===== src/rtl/demux14_buf.sv =====
// Buffered 1-to-4 stream demultiplexer with an independent circular FIFO per channel.
// Optional saturating input-stall counter (stall_cnt) is built when DEMUX_STAT_EN is defined.
module demux14_buf #(
  parameter int DATA_LEN = 2,
  parameter int KEY_LEN  = 2,
  parameter int DEPTH    = 2
) (
  input  logic                  clk,
  input  logic                  rst_n,
  input  logic                  in_valid,
  output logic                  in_ready,
  input  logic [KEY_LEN-1:0]    in_key,
  input  logic [DATA_LEN-1:0]   in_data,
  output logic [3:0]            out_valid,
  input  logic [3:0]            out_ready,
  output logic [4*DATA_LEN-1:0] out_data
`ifdef DEMUX_STAT_EN
  ,
  output logic [7:0]            stall_cnt
`endif
);

  localparam int NCH = 4;
  localparam int PW  = (DEPTH > 1) ? $clog2(DEPTH) : 1;
  localparam int CW  = PW + 1;

  logic [DATA_LEN-1:0] mem_q [NCH][DEPTH];
  logic [PW-1:0]       wr_q  [NCH];
  logic [PW-1:0]       wr_d  [NCH];
  logic [PW-1:0]       rd_q  [NCH];
  logic [PW-1:0]       rd_d  [NCH];
  logic [CW-1:0]       cnt_q [NCH];
  logic [CW-1:0]       cnt_d [NCH];
  logic [NCH-1:0]      push;
  logic [NCH-1:0]      pop;
  logic [NCH-1:0]      nonempty;

  // Readiness looks only at the addressed channel's registered count, so a
  // simultaneous pop on a full channel grants no credit until the next cycle.
  always_comb begin
    in_ready  = (cnt_q[in_key] != CW'(DEPTH));
    out_data  = '0;
    out_valid = '0;
    push      = '0;
    pop       = '0;
    nonempty  = '0;
    for (int unsigned n = 0; n < NCH; n++) begin
      nonempty[n] = (cnt_q[n] != '0);
      push[n]     = in_valid && in_ready && (in_key == KEY_LEN'(n));
      pop[n]      = nonempty[n] && out_ready[n];
      out_valid[n] = nonempty[n];
      if (nonempty[n]) begin
        out_data[DATA_LEN*n +: DATA_LEN] = mem_q[n][rd_q[n]];
      end
      wr_d[n]  = wr_q[n] + PW'(push[n]);
      rd_d[n]  = rd_q[n] + PW'(pop[n]);
      cnt_d[n] = cnt_q[n] + CW'(push[n]) - CW'(pop[n]);
    end
  end

  always_ff @(posedge clk or negedge rst_n) begin
    if (!rst_n) begin
      for (int unsigned n = 0; n < NCH; n++) begin
        wr_q[n]  <= '0;
        rd_q[n]  <= '0;
        cnt_q[n] <= '0;
        for (int unsigned e = 0; e < DEPTH; e++) begin
          mem_q[n][e] <= '0;
        end
      end
    end else begin
      for (int unsigned n = 0; n < NCH; n++) begin
        wr_q[n]  <= wr_d[n];
        rd_q[n]  <= rd_d[n];
        cnt_q[n] <= cnt_d[n];
        if (push[n]) begin
          mem_q[n][wr_q[n]] <= in_data;
        end
      end
    end
  end

`ifdef DEMUX_STAT_EN
  logic [7:0] stall_q;
  logic [7:0] stall_d;

  always_comb begin
    stall_d = stall_q;
    if (in_valid && !in_ready && (stall_q != '1)) begin
      stall_d = stall_q + 8'd1;
    end
  end

  always_ff @(posedge clk or negedge rst_n) begin
    if (!rst_n) begin
      stall_q <= '0;
    end else begin
      stall_q <= stall_d;
    end
  end

  assign stall_cnt = stall_q;
`endif

endmodule


===== config.mk =====
export PLATFORM = sky130hd
export DESIGN_NAME = demux14_buf
export DESIGN_NICKNAME = d
export VERILOG_FILES = /design/src/rtl/demux14_buf.sv
export SDC_FILE = /design/constraint.sdc
export NUM_CORES = 1
export LEC_CHECK = 0
export BUFFER_PORTS_ARGS = -buffer_cell sky130_fd_sc_hd__buf_2
export CAP_MARGIN = 10
export CORE_MARGIN = 10
export CORE_UTILIZATION = 30
export DETAILED_ROUTE_END_ITERATION = 12
export PLACE_DENSITY = 0.45
export SLEW_MARGIN = 30
export SYNTH_ARGS = -nofsm -noshare
export SYNTH_HDL_FRONTEND = slang
export SYNTH_SLANG_ARGS = --single-unit

===== constraint.sdc =====
create_clock -name clk -period 1.7 [get_ports clk]
set_input_delay 0.255 -clock clk [delete_from_list [all_inputs] [get_ports clk]]
set_output_delay 0.255 -clock clk [all_outputs]
set_load 0.02 [all_outputs]

==> results of run 1 <==
[area by class of cell]
cell class              instances  area (µm²)
well taps                      70        87.6
flip-flops and latches         32         802
repair buffers                 38         234
multi-input cells              86         828
fillers                       537        3050
inverters                      20        75.1
clock buffers                   7        96.3
clock inverters                 1        30.0
[per-layer routing]
metal	vias up	wire [µm]
li1	545	-
met1	548	1490
met2	16	1680
met3	2	175
met4	0	23
met5	-	0
[state kept, by name (all words and copies together) (netlist names)]
| name | cells |
|---|---|
| cnt_q | 8 |
| mem_q | 16 |
| rd_q | 4 |
| wr_q | 4 |
[worst min-delay path by stage]
stage               end   from  slack (ps)
2_1_floorplan  cnt_q[0]  rst_n         -40
6_report        rd_q[2]  rst_n          40
3_3_place_gp    rd_q[2]  rst_n         360
3_5_place_dp    rd_q[2]  rst_n         360
4_1_cts        mem_q[8]  rst_n          60
5_1_grt        mem_q[1]  rst_n          80
[cell families (layout without fill, tap and decap cells)]
family	count (synthesis)	after routing	synth area share [%]
flip-flops	32	32	48.9
multiplexers	25	25	17.3
adder cells (fa/ha/maj)	16	16	12.2
buffers and inverters	21	66	4.89
XOR/XNOR	12	12	6.42
AO/OA/AOI/OAI	4	4	1.22
AND/OR/NAND/NOR	29	29	9.09
[power by group]
part	switching (mW)	total, mW	internal [mW]
clock	0.284	0.801	0.517
sequential	0.292	1.46	1.17
combinational	0.947	1.98	1.03
total	1.52	4.23	2.71
[timing repair]
item	4_1_cts	5_1_grt
resized for setup	5	14
cloned	0	0
pin swaps	1	6
setup buffers	5	1
setup endpoints to repair	3	5
[synthesized netlist by cell type (2+ instances only)]
| master | count |
|---|---|
| mux2_2 | 16 |
| nor2_1 | 12 |
| ha_1 | 16 |
| xnor2_1 | 12 |
| nor3_1 | 2 |
| dfrtp_1 | 32 |
| or3_1 | 2 |
| nor2b_1 | 3 |
| mux2i_1 | 8 |
| o21ai_0 | 4 |
| nand2b_1 | 5 |
| inv_1 | 20 |
[through the flow]
step                      area (µm²)  util, %
after floorplan                 1640        -
after global placement          1900     36.6
after detailed placement        1900     36.6
after CTS                       2090     40.1
after global routing            2150     41.4
final                           2150     41.4
[critical path, stage by stage, from the launching register on]
cell and delay, ps:
dfrtp_2 440, nand2b_4 140, mux4_2 470, buf_6 150
==> flow_metrics.tcl, run 1 <==
set metrics [dict create \
    die_h_um 93.9 \
    final_common_cell "dfrtp_1" \
    p_total_mw 4.23 \
    clk_pin_slew_ps 70 \
    r2r-end "cnt_q[7]" \
    tritoncts "yes" \
    clock_latency_ps 280 \
    nets 210 \
    gp_congestion 0.685 \
    synth_enable_flop_cells 0 \
    gr-usage-met3_pct 3.52 \
    synthDistinctLibCells 19 \
    routed_via_density 4.37 \
    initial_core_util_pct 31.5 \
    grt_pass1_wl_mm 5.65 \
    antenna_cells 0 \
    power_density_mw_per_mm2 1970 \
    syn_to_final_growth_pct 31.5 \
    wirelength_mm 3.37 \
    grt.total_usage_pct 8.22 \
    violations "setup timing" \
    netlist.area_leader.share_pct 48.9 \
    cts.path.max_buffers 2 \
    reg2reg_depth 7 \
    cts_hold_buf 0 \
    finalSetupTns_ps -74.2 \
    min_path_type "in -> async" \
    p_leak_nw 1.08 \
    synthCells 139 \
    drive_gt1_share_pct 40.8 \
    slew_viol_final 0 \
    startpoint "cnt_q[4]" \
    critPathRequiredTime_ps 1440 \
    htree_num_levels 2 \
    fin_ws_ps -37.8 \
    r2r_start "cnt_q[7]" \
    worstPathMaxFanout 4 \
    busiest_layer "met2" \
    fin_crit_sh_pct 102 \
    port_buffers 23 \
    synth.avg_cell_area_um2 11.8 \
    synthTopCellsByArea "dfrtp_1 (49%), ha_1 (12%), mux2_2 (11%)" \
    num_io_pins 24 \
    worst_pin_slew_ps 732 \
    numClockSinks 32 \
    status "complete, but fails checks" \
    dieArea_mm2 0.00881 \
    whs_ps 35.8 \
    final_antenna_net_count 0 \
    synth_nets 166 \
    synthArstFlopShare_pct 100 \
    drv_cap 0 \
    final_cells 254 \
    slew_headroom_pct 51.2 \
    yosys_warnings 0 \
    r2r_slack_ps -30 \
    vias 1111 \
    use_met2_pct 13.4 \
    wl_per_cell_um 13.3 \
    finalSetupViolations 3 \
    syn-cell-area_mm2 0.00164 \
    arrival_ps 1480 \
    ys.flop_type "dfrtp_1" \
    fmax_ghz 0.575 \
    synth_seq_area_share_pct 48.9 \
    dpl_worst_slack_ps -83.4 \
    antenna_found_initial 0 \
    drc_errors 0 \
    final_cell_mix "dfrtp_1 (31), buf_2 (22), inv_1 (19)" \
    numCtsBuffers 5 \
    detailed_place_hpwl_mm 2.50 \
    core_mm2 0.00520 \
    skew_ps 7.28 \
    vdd_ir_drop_max_mv 0.744 \
    rsz0062_at_grt "true" \
    synth.largest_area_cell "dfrtp_1" \
    gr-total-overflow 0 \
    ys_ff_latch 32 \
    drtPass1Iterations 4 \
    dp_cells 240 \
    first_global_vias 1192 \
    cts-root-buf "clkbuf_8" \
    endpoint_kind "output port" \
    drt_iter0_markers 6 \
    rows 26 \
    die_w_um 93.9 \
    grt_max_degree 33 \
    grtUsageMet1_pct 9.35 \
    finalHoldViolations 0 \
    critical_path.endpoint "in_ready" \
    startpoint_type "register" \
    crit_type "reg -> out" \
    min_period_ps 1740 \
]
Power figures use the tool's default switching activity.
==> run 2, diff against run 1 <==
--- a/config.mk
+++ b/config.mk
@@ -8,9 +8,9 @@
 export BUFFER_PORTS_ARGS = -buffer_cell sky130_fd_sc_hd__buf_2
 export CAP_MARGIN = 10
 export CORE_MARGIN = 10
-export CORE_UTILIZATION = 30
+export CORE_UTILIZATION = 50
 export DETAILED_ROUTE_END_ITERATION = 12
-export PLACE_DENSITY = 0.45
+export PLACE_DENSITY_LB_ADDON = 0.15
 export SLEW_MARGIN = 30
 export SYNTH_ARGS = -nofsm -noshare
 export SYNTH_HDL_FRONTEND = slang
==> run 2 against run 1 <==
  * The run still ends with setup timing left
  * Via count shrank 2.1%
  * Sequential power about the same
  * Clock power down 30%
  * Worst setup slack worse by 110 ps
  * Clock skew is 3.3 ps higher
  * First-iteration DRC count grew to 7.2 times the previous value
  * Largest cell class is now registers
==> flow_metrics.tcl, run 2 (same netlist as run 1, synthesis figures left out) <==
set metrics [dict create \
    status "complete, but fails checks" \
    violations "setup timing" \
    holdPathStages 2 \
    critPathSlowestCell "mux4_2" \
    placed_cell_area_mm2 0.00188 \
    drt_iter0_markers 43 \
    crit_type "reg -> out" \
    antenna_found_initial 0 \
    antenna_cells 0 \
    drv_cap 0 \
    vias 1088 \
    core_mm2 0.00310 \
    worstPathMaxFanout 2 \
    reg2reg_depth 8 \
    grt_max_degree 33 \
    tritoncts "yes" \
    wirelength_mm 3.01 \
    final_cell_mix "dfrtp_1 (32), buf_2 (22), inv_1 (20)" \
    detailed_place_hpwl_mm 2.29 \
    path_cells "buf_6, nand2b_4, mux4_2, buf_6" \
    fin_area_mm2 0.00202 \
    cts.path.max_buffers 2 \
    endpoint_kind "output port" \
    critPathRequiredTime_ps 1440 \
    final_common_cell "dfrtp_1" \
    numCtsBuffers 5 \
    numClockSinks 32 \
    grt_pass1_wl_mm 5.24 \
    slew_headroom_pct 52.9 \
    fmax_ghz 0.540 \
    r2r-end "cnt_q[5]" \
    vdd_ir_drop_max_mv 0.878 \
    largest_reg_flops 16 \
    finalSetupViolations 3 \
    rows 20 \
    fin_ws_ps -153 \
    skew_ps 10.6 \
    r2r_start "cnt_q[4]" \
    p_leak_nw 1.03 \
    port_buffers 23 \
    slew_viol_final 0 \
    nets 208 \
    fin_crit_sh_pct 109 \
    drive_gt1_share_pct 36.3 \
    max_stage_delay_ps 470 \
    grt.total_usage_pct 10.8 \
    min_period_ps 1850 \
    crit_path_frequent_cell "buf_6" \
    syn_to_final_growth_pct 23.3 \
    die_h_um 77.2 \
    dieArea_mm2 0.00597 \
    min_path_type "in -> reg" \
    clk_pin_slew_ps 100 \
    wl_per_cell_um 13.3 \
    power_density_mw_per_mm2 1910 \
    final_cells 226 \
    worst_pin_slew_ps 707 \
    top_register "mem_q" \
    arrival_ps 1600 \
    gp_congestion 0.719 \
    die_w_um 77.2 \
    finalHoldViolations 0 \
    clock_latency_ps 340 \
    routed_via_density 4.81 \
    first_global_vias 1183 \
    gr-total-overflow 0 \
    r2r_slack_ps -20 \
    reg.largest.list "mem_q (16), cnt_q (8)" \
    startpoint_type "register" \
    holdPathEnd "mem_q[5]" \
    dpl_worst_slack_ps -119 \
    dp_cells 215 \
    final_antenna_net_count 0 \
    finalSetupTns_ps -192 \
    cts-root-buf "clkbuf_4" \
    htree_num_levels 2 \
    rsz0062_at_grt "true" \
    initial_core_util_pct 52.8 \
    whs_ps 285 \
    drtPass1Iterations 4 \
    num_io_pins 24 \
    drc_errors 0 \
    min_from "in_data[1]" \
]
run 2: cell type report:
type	instances	area, µm²
well taps	44	55.1
clock inverters	2	35.0
inverters	20	75.1
flip-flops and latches	32	801
clock buffers	6	41.3
multi-input cells	86	787
fillers	271	1080
repair buffers	36	225
run 2: critical path, delay by kind of cell, from the launching register on:
| kind | cells | cell delay [ps] |
|---|---|---|
| mux | 1 | 470 |
| simple gates | 1 | 120 |
| buf+inv | 2 | 270 |
| flops | 1 | 400 |
run 2: per-layer routing:
| layer | routed length, µm | vias to the layer above | track usage [%] |
|---|---|---|---|
| met5 | 0 | - | 0 |
| met4 | 42 | 0 | 3.83 |
| met3 | 157 | 5 | 4.66 |
| met2 | 1620 | 16 | 19.9 |
| met1 | 1190 | 523 | 10.3 |
| li1 | - | 544 | - |
run 2: stage by stage:
stage / utilization (%) / total power, mW
2_1_floorplan: - / 2.61
3_3_place_gp: 60.5 / 3.10
3_5_place_dp: 60.5 / 3.20
4_1_cts: 65.0 / 3.91
5_1_grt: 65.1 / 4.18
6_report: 65.1 / 3.86
run 2: worst max-delay path by stage:
stage          startpoint        to  slack (ps)  cells past startpoint
2_1_floorplan    cnt_q[7]  cnt_q[7]          10                      7
3_3_place_gp    in_key[0]  cnt_q[7]         -10                      8
3_5_place_dp    in_key[0]  cnt_q[7]        -120                      8
4_1_cts          cnt_q[4]  in_ready        -160                      4
5_1_grt          cnt_q[4]  in_ready        -200                      4
6_report         cnt_q[4]  in_ready        -150                      4
run 2: where the power goes:
group          internal [mW]  leakage (nW)  total, mW  switching [mW]
clock network          0.308        0.0422      0.563           0.255
registers               1.16         0.379       1.44           0.278
logic                  0.939         0.607       1.86           0.919
run 2: timing repair:
action                                 CTS  global route
setup buffers                            2             0
endpoints found under the hold margin   32             0
setup endpoints to repair                3             6
pin swaps                                3             2
hold buffers                             1             0
resized for setup                        9             3
==> run 3, diff against run 2 <==
--- a/config.mk
+++ b/config.mk
@@ -5,11 +5,11 @@
 export SDC_FILE = /design/constraint.sdc
 export NUM_CORES = 1
 export LEC_CHECK = 0
-export BUFFER_PORTS_ARGS = -buffer_cell sky130_fd_sc_hd__buf_2
 export CAP_MARGIN = 10
 export CORE_MARGIN = 10
-export CORE_UTILIZATION = 50
+export CORE_UTILIZATION = 55
 export DETAILED_ROUTE_END_ITERATION = 12
+export DONT_BUFFER_PORTS = 1
 export PLACE_DENSITY_LB_ADDON = 0.15
 export SLEW_MARGIN = 30
 export SYNTH_ARGS = -nofsm -noshare
==> run 3 against run 2 <==
  * The flow still finishes with violations (setup timing)
  * Routed wire length increased by 2.8%
  * Non-clock buffer count decreased by 23
  * Power decreased by 6.4%
  * Sequential power about the same
  * Sequential share of layout area increased by 2.5 points
  * Highest routed layer unchanged
  * Largest cell class is now multi-input gates
  * Critical path depth increased by 4
==> flow_metrics.tcl, run 3 (same netlist as run 1, synthesis figures left out) <==
set metrics [dict create \
    comb_power_share_pct 48.8 \
    wirelength_mm 3.09 \
    drt_iter0_markers 85 \
    cts-root-buf "clkbuf_4" \
    cp_num_buf_inv 3 \
    top_register "mem_q" \
    first_global_vias 1124 \
    die_h_um 74.6 \
    routed_via_density 5.40 \
    swShare_pct 39.8 \
    top_layer "met4" \
    die_w_um 74.6 \
    internal_power_mw 2.18 \
    finalHoldViolations 0 \
    syn_to_final_growth_pct 16.2 \
    drc_errors 0 \
    dpl_worst_slack_ps -29.4 \
    slew_viol_final 0 \
    final_common_cell "dfrtp_1" \
    crit_path_frequent_cell "inv_1" \
    arrival_ps 1990 \
    vias 1020 \
    critPathRequiredTime_ps 1940 \
    num_io_pins 24 \
    reg.largest.list "mem_q (16), cnt_q (8)" \
    fin_crit_sh_pct 103 \
    gp_congestion 0.715 \
    detailed_place_hpwl_mm 2.17 \
    fin_ws_ps -54.1 \
    port_buffers 0 \
    worst_pin_slew_ps 410 \
    multi_input_area_um2 828 \
    max_stage_delay_ps 380 \
    gr-total-overflow 0 \
    min_period_ps 1750 \
    min_path_type "in -> reg" \
    clockPowerShare_pct 11.0 \
    dp_cells 175 \
    p_sw_mw 1.44 \
    initial_core_util_pct 58.4 \
    numCtsBuffers 5 \
    dieArea_mm2 0.00556 \
    path_cells "buf_4, o21ai_0, inv_1, ha_1, inv_1, ha_2, xnor2_2, xnor2_1" \
    wl_per_cell_um 16.3 \
    antenna_cells 0 \
    clk_pin_slew_ps 100 \
    numClockSinks 32 \
    power_density_mw_per_mm2 1900 \
    crit_type "reg -> reg" \
    startpoint_type "register" \
    dr_wl_met2_mm 1.59 \
    grt_pass1_wl_mm 5.25 \
    htree_num_levels 2 \
    largest_reg_flops 16 \
    slew_headroom_pct 72.6 \
    status "complete, but fails checks" \
    whs_ps 64.7 \
    core_mm2 0.00281 \
    clock_latency_ps 330 \
    seq_area_um2 802 \
    fmax_ghz 0.570 \
    cts.path.max_buffers 2 \
    route.met3.wl_um 183 \
    final_cells 189 \
    p_seq_share_pct 40.2 \
    final_cell_mix "dfrtp_1 (31), inv_1 (20), mux2_2 (16)" \
    drv_cap 0 \
    worstPathMaxFanout 4 \
    wl_met1_mm 1.20 \
    rsz0062_at_grt "true" \
    rows 19 \
    final_antenna_net_count 0 \
    endpoint_kind "register" \
    critPathSlowestCell "dfrtp_1" \
    drive_gt1_share_pct 29.7 \
    violations "setup timing" \
    path_delay_family "adder cells" \
    drtPass1Iterations 4 \
    antenna_found_initial 0 \
    p_leak_nw 0.947 \
    finalSetupViolations 1 \
    skew_ps 10.0 \
    grt.total_usage_pct 12.6 \
    tritoncts "yes" \
    grt_max_degree 33 \
    nFillCells 215 \
    nets 185 \
    vdd_ir_drop_max_mv 0.967 \
]
run 3: cell type report:
type / instances / share of cell area [%]
Inverter: 20 / 3.94
Tap cell: 31 / 2.04
Sequential cell: 32 / 42.1
Clock inverter: 1 / 0.263
Clock buffer: 6 / 2.17
Timing Repair Buffer: 13 / 5.92
Multi-Input combinational cell: 86 / 43.5
run 3: per-layer routing:
layer  GRT usage (%)  up-vias
met5               0        -
met4            6.93        0
met2            21.9       21
met3            4.12       11
li1                -      490
met1            13.3      498
run 3: worst paths after layout:
check / cells past startpoint / to / start / slack [ps]
worst max-delay path: 8 / cnt_q[5] / cnt_q[5] / -50
worst min-delay path: 1 / mem_q[7] / in_data[1] / 60
worst max register to register: 8 / cnt_q[5] / cnt_q[5] / -50
worst min register to register: 1 / mem_q[5] / mem_q[5] / 510
max in group asynchronous: 2 / mem_q[11] / rst_n / 1160
min in group asynchronous: 2 / mem_q[14] / rst_n / 360
run 3: per-stage QoR:
step	total power, mW	TNS, ps	area (µm²)	util (%)
6_report	3.61	-54.1	1900	67.8
5_1_grt	3.95	-291	1900	67.8
4_1_cts	3.57	-12.4	1870	66.7
3_5_place_dp	2.95	-33.5	1720	61.2
3_3_place_gp	2.86	0	1720	61.2
2_1_floorplan	2.61	0	1640	-
run 3: repair_timing:
item,4_1_cts,5_1_grt
endpoints found under the setup margin,3,5
hold buffers,2,0
pin swaps,2,1
hold endpoints to repair,32,0
resized for setup,6,9
setup buffers,5,0
run 3: power by group through the flow:
stage / clock [mW] / sequential [mW] / combinational [mW]
floorplan: 0 / 1.40 / 1.21
global placement: 0 / 1.44 / 1.42
detailed placement: 0 / 1.46 / 1.49
CTS: 0.414 / 1.45 / 1.71
global route: 0.445 / 1.52 / 1.99
finish: 0.398 / 1.45 / 1.76
